`src/rtl/oneshot_sched_pkg.sv`:
```
// Shared types and defaults for the round-robin single-shot responder scheduler.
package oneshot_sched_pkg;

  typedef enum logic [1:0] {
    IDLE    = 2'd0,
    GRANT   = 2'd1,
    WAIT    = 2'd2,
    RELEASE = 2'd3
  } state_t;

  localparam int DEFAULT_TIMEOUT = 15;

endpackage

```
`src/rtl/rr_pick.sv`:
```
// Combinational round-robin picker: first set request strictly after ptr, wrapping.
module rr_pick #(
  parameter int NUM_REQ = 4,
  parameter int IDX_W   = $clog2(NUM_REQ)
) (
  input  logic [NUM_REQ-1:0] req_i,
  input  logic [IDX_W-1:0]   ptr_i,
  output logic               vld_o,
  output logic [IDX_W-1:0]   winner_o
);

  always_comb begin : scan
    int               idx;
    logic [IDX_W-1:0] idx_w;
    vld_o    = 1'b0;
    winner_o = '0;
    idx      = 0;
    idx_w    = '0;
    // Offset NUM_REQ wraps back to ptr itself, so a lone requester is regranted.
    for (int i = 1; i <= NUM_REQ; i++) begin
      idx   = (int'(ptr_i) + i) % NUM_REQ;
      idx_w = IDX_W'(idx);
      if (!vld_o && req_i[idx_w]) begin
        vld_o    = 1'b1;
        winner_o = idx_w;
      end
    end
  end

endmodule

```
`src/rtl/oneshot_rr_sched.sv`:
```
// Shares one single-shot responder among NUM_REQ requesters: grant, trigger once,
// wait for ack or timeout, release, rotate priority.
module oneshot_rr_sched
  import oneshot_sched_pkg::*;
#(
  parameter int NUM_REQ = 4,
  parameter int TIMEOUT = DEFAULT_TIMEOUT
) (
  input  logic               clk,
  input  logic               rst_n,
  input  logic [NUM_REQ-1:0] req,
  output logic [NUM_REQ-1:0] gnt,
  output logic               start,
  input  logic               ack,
  output logic [NUM_REQ-1:0] done,
  output logic [NUM_REQ-1:0] err,
  output logic               busy
);

  localparam int               IDX_W   = $clog2(NUM_REQ);
  localparam int               CNT_W   = $clog2(TIMEOUT + 1);
  localparam logic [CNT_W-1:0] CNT_MAX = CNT_W'(TIMEOUT - 1);

  state_t             state_q, state_d;
  logic [NUM_REQ-1:0] gnt_q, gnt_d;
  logic [IDX_W-1:0]   ptr_q, ptr_d;
  logic [IDX_W-1:0]   winner_q, winner_d;
  logic [CNT_W-1:0]   cnt_q, cnt_d;

  logic               pick_vld;
  logic [IDX_W-1:0]   pick_idx;

  rr_pick #(
    .NUM_REQ (NUM_REQ),
    .IDX_W   (IDX_W)
  ) u_pick (
    .req_i    (req),
    .ptr_i    (ptr_q),
    .vld_o    (pick_vld),
    .winner_o (pick_idx)
  );

  always_ff @(posedge clk or negedge rst_n) begin
    if (!rst_n) begin
      state_q  <= IDLE;
      gnt_q    <= '0;
      ptr_q    <= IDX_W'(NUM_REQ - 1);
      winner_q <= '0;
      cnt_q    <= '0;
    end else begin
      state_q  <= state_d;
      gnt_q    <= gnt_d;
      ptr_q    <= ptr_d;
      winner_q <= winner_d;
      cnt_q    <= cnt_d;
    end
  end

  always_comb begin
    state_d  = state_q;
    gnt_d    = gnt_q;
    ptr_d    = ptr_q;
    winner_d = winner_q;
    cnt_d    = cnt_q;
    start    = 1'b0;
    done     = '0;
    err      = '0;
    busy     = (state_q != IDLE);
    case (state_q)
      IDLE: begin
        if (pick_vld) begin
          winner_d = pick_idx;
          gnt_d    = NUM_REQ'(1) << pick_idx;
          state_d  = GRANT;
        end
      end
      GRANT: begin
        start   = 1'b1;
        cnt_d   = '0;
        state_d = WAIT;
      end
      WAIT: begin
        // ack takes precedence over a timeout landing in the same cycle.
        if (ack) begin
          done    = gnt_q;
          state_d = RELEASE;
        end else if (cnt_q == CNT_MAX) begin
          err     = gnt_q;
          state_d = RELEASE;
        end else begin
          cnt_d = cnt_q + 1'b1;
        end
      end
      RELEASE: begin
        gnt_d   = '0;
        ptr_d   = winner_q;
        state_d = IDLE;
      end
      default: state_d = IDLE;
    endcase
  end

  assign gnt = gnt_q;

  a_gnt_onehot0: assert property (@(posedge clk) disable iff (!rst_n) $onehot0(gnt_q));
  a_start_busy:  assert property (@(posedge clk) disable iff (!rst_n) start |=> busy);
  a_start_once:  assert property (@(posedge clk) disable iff (!rst_n) start |=> !start);
  a_done_err:    assert property (@(posedge clk) disable iff (!rst_n) (done & err) == '0);

endmodule

```
`config.mk`:
```
export PLATFORM = sky130hd
export DESIGN_NAME = oneshot_rr_sched
export DESIGN_NICKNAME = d
export VERILOG_FILES = /design/src/rtl/oneshot_sched_pkg.sv /design/src/rtl/rr_pick.sv /design/src/rtl/oneshot_rr_sched.sv
export SDC_FILE = /design/constraint.sdc
export NUM_CORES = 1
export LEC_CHECK = 0
export ABC_AREA = 1
export CORE_UTILIZATION = 46
export CTS_CLUSTER_SIZE = 20
export DETAILED_ROUTE_END_ITERATION = 10
export GPL_ROUTABILITY_DRIVEN = 1
export GPL_TIMING_DRIVEN = 0
export PLACE_DENSITY = 0.87
export RECOVER_POWER = 100
export SYNTH_ARGS = -nofsm -noshare
export SYNTH_HDL_FRONTEND = slang
export SYNTH_SLANG_ARGS = --single-unit
export TNS_END_PERCENT = 100
```
`constraint.sdc`:
```
create_clock -name clk -period 1.6 [get_ports clk]
set_input_delay 0.24 -clock clk [delete_from_list [all_inputs] [get_ports clk]]
set_output_delay 0.24 -clock clk [all_outputs]
set_load 0.1 [all_outputs]
```
* Word level (Yosys, flattened, before mapping) *
Cells that the tools add are included.

cells by class
  add/sub/neg operators = 5
  order comparisons = 4
  eq/ne operators = 8
  shift operators = 1
  mux-type cells = 31
  reductions and logical operators = 14

operators with widths
  operator             number
  $mux 4               8
  $pmux 4 s2           2
  $mux 2               7
  $lt 2x3->1 const B   4
  $mux 1               9
  $bmux 1 s2           4
  $pmux 2 s4           1
  $ne 2x2->1 const B   3
  $reduce_and 2->1     3
  $reduce_bool 2->1    3
  $add 2x1->2 const B  2
  $add 2x2->2 const B  2
  $add 4x1->4 const B  1
  $eq 2x2->1 const B   2
  $eq 4x4->1 const B   1
  $shl 1x2->4 const A  1
  $logic_and 1x1->1    3
  $logic_not 1->1      3
  $ne 3x3->1 const B   1
  $reduce_and 3->1     1
  $eq 2x1->1 const B   1
  $logic_not 2->1      1

word-level totals
  flip-flop bits (word level) = 14
  output and inout bits = 14

* Longest topological paths before layout *
Gate-level depths: netlist of run 1.

  depth in word-level cells = 16
  depth in mapped cells = 14

* By module *
Synthesis of run 1 repeated with hierarchy kept, for this count alone.

unflattened totals
  cell total of the unflattened synthesis = 141
  area, all modules = 1112.3 sq um

modules (own cells, without submodules)
  module            times used  cells each  area an instance (sq um)
  oneshot_rr_sched  1           92          822.0
  rr_pick           1           49          290.3

* Worst setup path before layout of run 1 *
OpenSTA, ideal clock, no wires.

  path type = flip-flop to output port
  start = reg gnt_q[0] (netlist: gnt[0])
  end = out err[0]
  data arrival time = 3159 ps
  setup slack = -1799 ps
  cell stages (with the launch flop) = 3
  path through = dfrtp_1 > inv_1 > nor3_1

between the ends
  longest elaborated chain between the ends = 3

RTL lines
  element                   RTL line                source
  start: declaration        oneshot_rr_sched.sv:25  logic [NUM_REQ-1:0] gnt_q, gnt_d;
  start signal: assignment  oneshot_rr_sched.sv:52  gnt_q <= gnt_d;
  $mux 4                    oneshot_rr_sched.sv:87  end else if (cnt_q == CNT_MAX) begin
  $mux 4                    oneshot_rr_sched.sv:84  if (ack) begin
  $mux 4                    oneshot_rr_sched.sv:69  case (state_q)
  end: declaration          oneshot_rr_sched.sv:16  output logic [NUM_REQ-1:0] err,

Every way passes these cells.

* Worst setup path in the final report of run 1 *
  start = reg state_q[0]
  end = out err[3]

between the ends
  longest elaborated chain between the ends = 2

RTL lines
  element                   RTL line                source
  start: declaration        oneshot_rr_sched.sv:24  state_t state_q, state_d;
  start signal: assignment  oneshot_rr_sched.sv:51  state_q <= state_d;
  $eq 2x2->1                oneshot_rr_sched.sv:69
  $mux 4                    oneshot_rr_sched.sv:69

Every way passes these cells.

==> results of run 1 <==
[cells by family after synthesis]
logic type	count (synthesis)	synth area share (%)
compound gates	15	7.62
fa+ha+maj	7	7.85
flops	14	31.6
xor+xnor	1	0.785
simple gates	88	40.4
buf+inv	28	11.8
[path summary, 6_finish.rpt]
path,from,end,slack [ps],cells past startpoint
setup / recovery,state_q[0],err[3],-260,7
hold / removal,rst_n,gnt[2],400,1
setup reg to reg,ptr_q[1],gnt[1],-250,12
hold reg to reg,gnt[3],gnt[3],540,2
max in group asynchronous,rst_n,gnt[3],720,1
min in group clk,gnt[3],gnt[3],540,2
[power by group through the flow]
stage / Sequential, mW / Combinational (mW) / Clock, mW
5_1_grt: 0.679 / 3.46 / 0.250
6_report: 0.669 / 3.31 / 0.241
2_1_floorplan: 0.794 / 1.59 / 0
4_1_cts: 0.629 / 2.73 / 0.214
3_5_place_dp: 0.643 / 2.13 / 0
3_3_place_gp: 0.637 / 2.05 / 0
[registers in the layout (all words and copies together), names as in the netlist]
name / count
ptr_q: 2
winner_q: 2
cnt_q: 4
state_q: 2
gnt: 4
[layer usage]
metal	vias to the layer above	share of wire [%]	global-route usage, %	wire, um
met5	-	0	0	0
met4	0	7.1	12.2	318
met3	39	7.4	7.44	329
met2	80	49	58.1	2180
met1	618	37	35.4	1630
li1	561	-	-	-
[Yosys cell counts]
library cell and number:
nor2_1 9, nand3_1 14, nor3_1 4, nand2_4 7, dfrtp_1 12, nand2_2 7, a21oi_1 4, inv_4 1
nand2_1 41, nand4_1 2, xor2_1 1, inv_2 1, nand3_2 2, nor2_4 1, buf_6 1, o21ai_0 6
o21ai_1 2, ha_1 7, buf_12 1, nor2_2 1, a21boi_1 1, inv_1 24, o21ai_2 2, dfstp_2 2
[per-stage QoR]
| stage | hold WS, ps | total power, mW |
|---|---|---|
| 6_report | 396 | 4.22 |
| 5_1_grt | 442 | 4.39 |
| 4_1_cts | 370 | 3.57 |
| 3_3_place_gp | 475 | 2.69 |
| 2_1_floorplan | -55.6 | 2.38 |
| 3_5_place_dp | 483 | 2.77 |
[area by class of cell]
class	instances	area (um2)
Fill cell	104	347
Timing Repair Buffer	35	408
Tap cell	28	35.0
Multi-Input combinational cell	111	946
Inverter	26	114
Clock buffer	4	26.3
Sequential cell	14	359
Buffer	1	20.0
[critical path, stage by stage, from the launching register on]
cell and delay, ps:
dfrtp_1 400, inv_2 90, ha_4 150, inv_4 40
nor2_4 110, inv_4 80, nor3_4 220, buf_12 210
[timing repair]
| item | in CTS | in global routing |
|---|---|---|
| gates resized for setup | 132 | 29 |
| buffers inserted | 13 | 2 |
| hold buffers | 0 | 0 |
| setup endpoints to repair | 23 | 19 |
| pin swaps | 21 | 24 |
==> flow_summary.ini, run 1 <==
[placed_design]
pre_cts_slack_ps = -996
dp_hpwl_um = 1960
place.port_buffers = 20
place_area_um2 = 1470
gp_congestion = 0.855
dp_cells = 201

[run_status]
violations = setup timing
status = complete, but fails checks

[route]
vias = 1298
drt_iter0_markers = 61
drtAntennaViolNets = 0
first_pass_iters = 4
route.detailed.drc = 0
drt-vias-per-instance = 5.93
wl_um = 4460
wl_per_cell_um = 20.4

[power]
p_sw_share_pct = 58.8
p_leak_nw = 0.871
seq_power_share_pct = 15.9
pwr-share-comb_pct = 78.4
clkPwrFrac_pct = 5.7
intPower_mw = 1.74
p_sw_mw = 2.48
vdd_drop_max_mv = 1.92
p_per_area_nw_per_um2 = 2210

[grt]
grt_max_degree = 15
grt_pass1_wl_um = 6000
antenna_found_initial = 0
globalRouteOverflowTotal = 0
grt_usage_pct = 31.8
grt_pass1_vias = 1263

[sta]
worst_pin_slew_ps = 682
tns_ps = -3620
maxSlewViolCount = 0
setup_violations = 19
slew_headroom_pct = 54.4
hold_violations = 0
worst_slack_ps = -260
period_minus_slack_ps = 1860
rsz0062_at_grt = yes
fmax_ghz = 0.538
skew_ps = 6.63
period_share_pct = 116

[cts]
cts_tree = done
root_buffer = clkbuf_4
insertion_delay_ps = 310
cts_max_path_buffers = 2
clk_pin_slew_worst_paths_ps = 100
cts_buffers = 3
cts_sinks = 14
htreeDepth = 1

[cells_and_area]
layout-drive-gt1-share_pct = 57.1
final_cells = 219
stdcell_area_um2 = 1910
area_growth_syn_to_layout_pct = 71.0
fin_nets = 206
antenna_cells = 0
utilization_pct = 84.6
layout.cells.most_common = nand2_1
final_cell_mix = nand2_1, inv_1, nand2_4, buf_4, nand2_2

[synth]
syn_nets = 167
yosys.area.top_type = dfrtp_1
synth_cells = 153
synth-seq-cells = 14
synth-seq-area-share_pct = 31.6
ys_warn_count = 0
syn_avg_cell_area_um2 = 7.29
ys_types = 24
synth_area_um2 = 1120
synth_top_area_share_pct = 26.9
synth.area.top_cells = dfrtp_1, nand2_1, inv_1, ha_1, nand2_4

[floorplanning]
die-area_um2 = 2630
dieHeight_um = 51.3
rows = 17
initial_utilization_pct = 49.5
ios = 21
die_w_um = 51.3
core_um2 = 2250

[min_path]
min_path_type = in2async

[setup_path]
critical_path.max_fanout = 4
start_kind = register
cp.required_ps = 1360
end_kind = output pin
crit_arrival_ps = 1620
timing_worst_setup_path_type = reg2out

[run]
cap_viol_max_count = 0
(Power assumes the default switching activity.)
==> run 2: changes to the inputs <==
- CORE_MARGIN: not set -> 2
- HOLD_SLACK_MARGIN: not set -> 0.06
==> flow_summary.ini, run 2 (synthesis gave the netlist of run 1 again) <==
[setup_path]
end_kind = output pin
worst_path_largest_cell_delay_ps = 410
critPathLaunch = state_q[0]
start_kind = register
worstPathCellList = inv_2, ha_4, inv_4, nor2_4, inv_4, nor3_4, buf_12
timing_worst_setup_path_type = reg2out
critical_path.max_fanout = 4
r2r-start = ptr_q[0]
cp_slowest_cell = dfrtp_1
cp_common_cell = inv_4
crit_arrival_ps = 1610
cp.required_ps = 1360

[route]
first_pass_iters = 6
drt-met1-wl_um = 1470
wl_met2_um = 2200
drt_iter0_markers = 71
highest_layer = met4
drt-vias-per-instance = 5.95
wl_um = 4310
route.detailed.drc = 0
vias = 1302
drtAntennaViolNets = 0
wl_met3_um = 316
wl_per_cell_um = 19.7

[floorplanning]
initial_utilization_pct = 49.5
die_w_um = 53.3
dieHeight_um = 53.3
die-area_um2 = 2840
ios = 21
rows = 17
core_um2 = 2250

[power]
vdd_drop_max_mv = 1.43
p_leak_nw = 0.879
power_mw = 4.13
p_per_area_nw_per_um2 = 2170

[grt]
globalRouteOverflowTotal = 0
antenna_found_initial = 0
grt_pass1_wl_um = 5660
grt_usage_pct = 29.0
grt_pass1_vias = 1207
grt_max_degree = 15

[cts]
cts_sinks = 14
root_buffer = clkbuf_4
cts-hold-fix-buffers = 0
cts_buffers = 3
insertion_delay_ps = 310
cts_max_path_buffers = 2
htreeDepth = 1
clk_pin_slew_worst_paths_ps = 100
cts_tree = done

[sta]
maxSlewViolCount = 0
worst_pin_slew_ps = 673
period_share_pct = 116
fmax_ghz = 0.539
holdWs_ps = 393
skew_ps = 14.7
setup_violations = 18
rsz0062_at_grt = yes
hold_violations = 0
tns_ps = -3000
period_minus_slack_ps = 1850
worst_slack_ps = -254
slew_headroom_pct = 55.0

[placed_design]
gp_congestion = 0.836
pre_cts_slack_ps = -1000
dp_hpwl_um = 1910
dp_cells = 201
place.port_buffers = 20
place_area_um2 = 1470

[run_status]
violations = setup timing
status = complete, but fails checks

[cells_and_area]
final_cell_mix = nand2_1, inv_1, buf_4, nand2_4
fin_nets = 206
area_growth_syn_to_layout_pct = 70.3
layout-drive-gt1-share_pct = 54.5
final_cells = 219
stdcell_area_um2 = 1900
utilization_pct = 84.3
antenna_cells = 0
layout.cells.most_common = nand2_1

[min_path]
min_path_type = in2async

[run]
cap_viol_max_count = 0
## run 2: cell count changes in the layout (fill, tap and decap cells not counted), sizes merged
cell / change
clkbuf: -1
buf: +1
## run 2: final timing paths
kind                                to  slack [ps]  depth (start not counted)
setup / recovery                err[1]        -250                          7
hold / removal             winner_q[0]         390                          1
setup reg to reg            state_q[0]        -240                         11
hold reg to reg               ptr_q[1]         520                          2
max in group asynchronous       gnt[2]         720                          1
min in group clk              ptr_q[1]         520                          2
## run 2: report_power, final
group	leakage [nW]	switching, mW	total [mW]	internal [mW]
sequential	0.170	0.141	0.656	0.514
combinational	0.688	2.08	3.20	1.11
clock	0.0210	0.138	0.277	0.139
## run 2: routing by layer
metal | GRT usage (%) | up-vias
met4 | 17.5 | 0
met1 | 29.4 | 609
met2 | 52.3 | 103
met3 | 7.34 | 38
li1 | - | 552
met5 | 0 | -
## run 2: cell type report
type                    instances  area, um2
multi-input cells             111        921
repair buffers                 35        422
flip-flops and latches         14        358
fillers                       104        354
inverters                      26        109
clock buffers                   4       36.3
well taps                      28       35.0
plain buffers                   1       20.0
## run 2: what timing repair did
action / CTS / global route
pin swaps: 19 / 16
gates cloned: 0 / 0
gates resized for setup: 122 / 28
setup endpoints to repair: 23 / 20
setup buffers: 10 / 6
## run 2: worst max-delay path: cells and delay by family, from the launching register on
family | cells | cell delay [ps]
flip-flops | 1 | 410
buffers and inverters | 4 | 430
adder cells (fa/ha/maj) | 1 | 160
AND/OR/NAND/NOR | 2 | 300
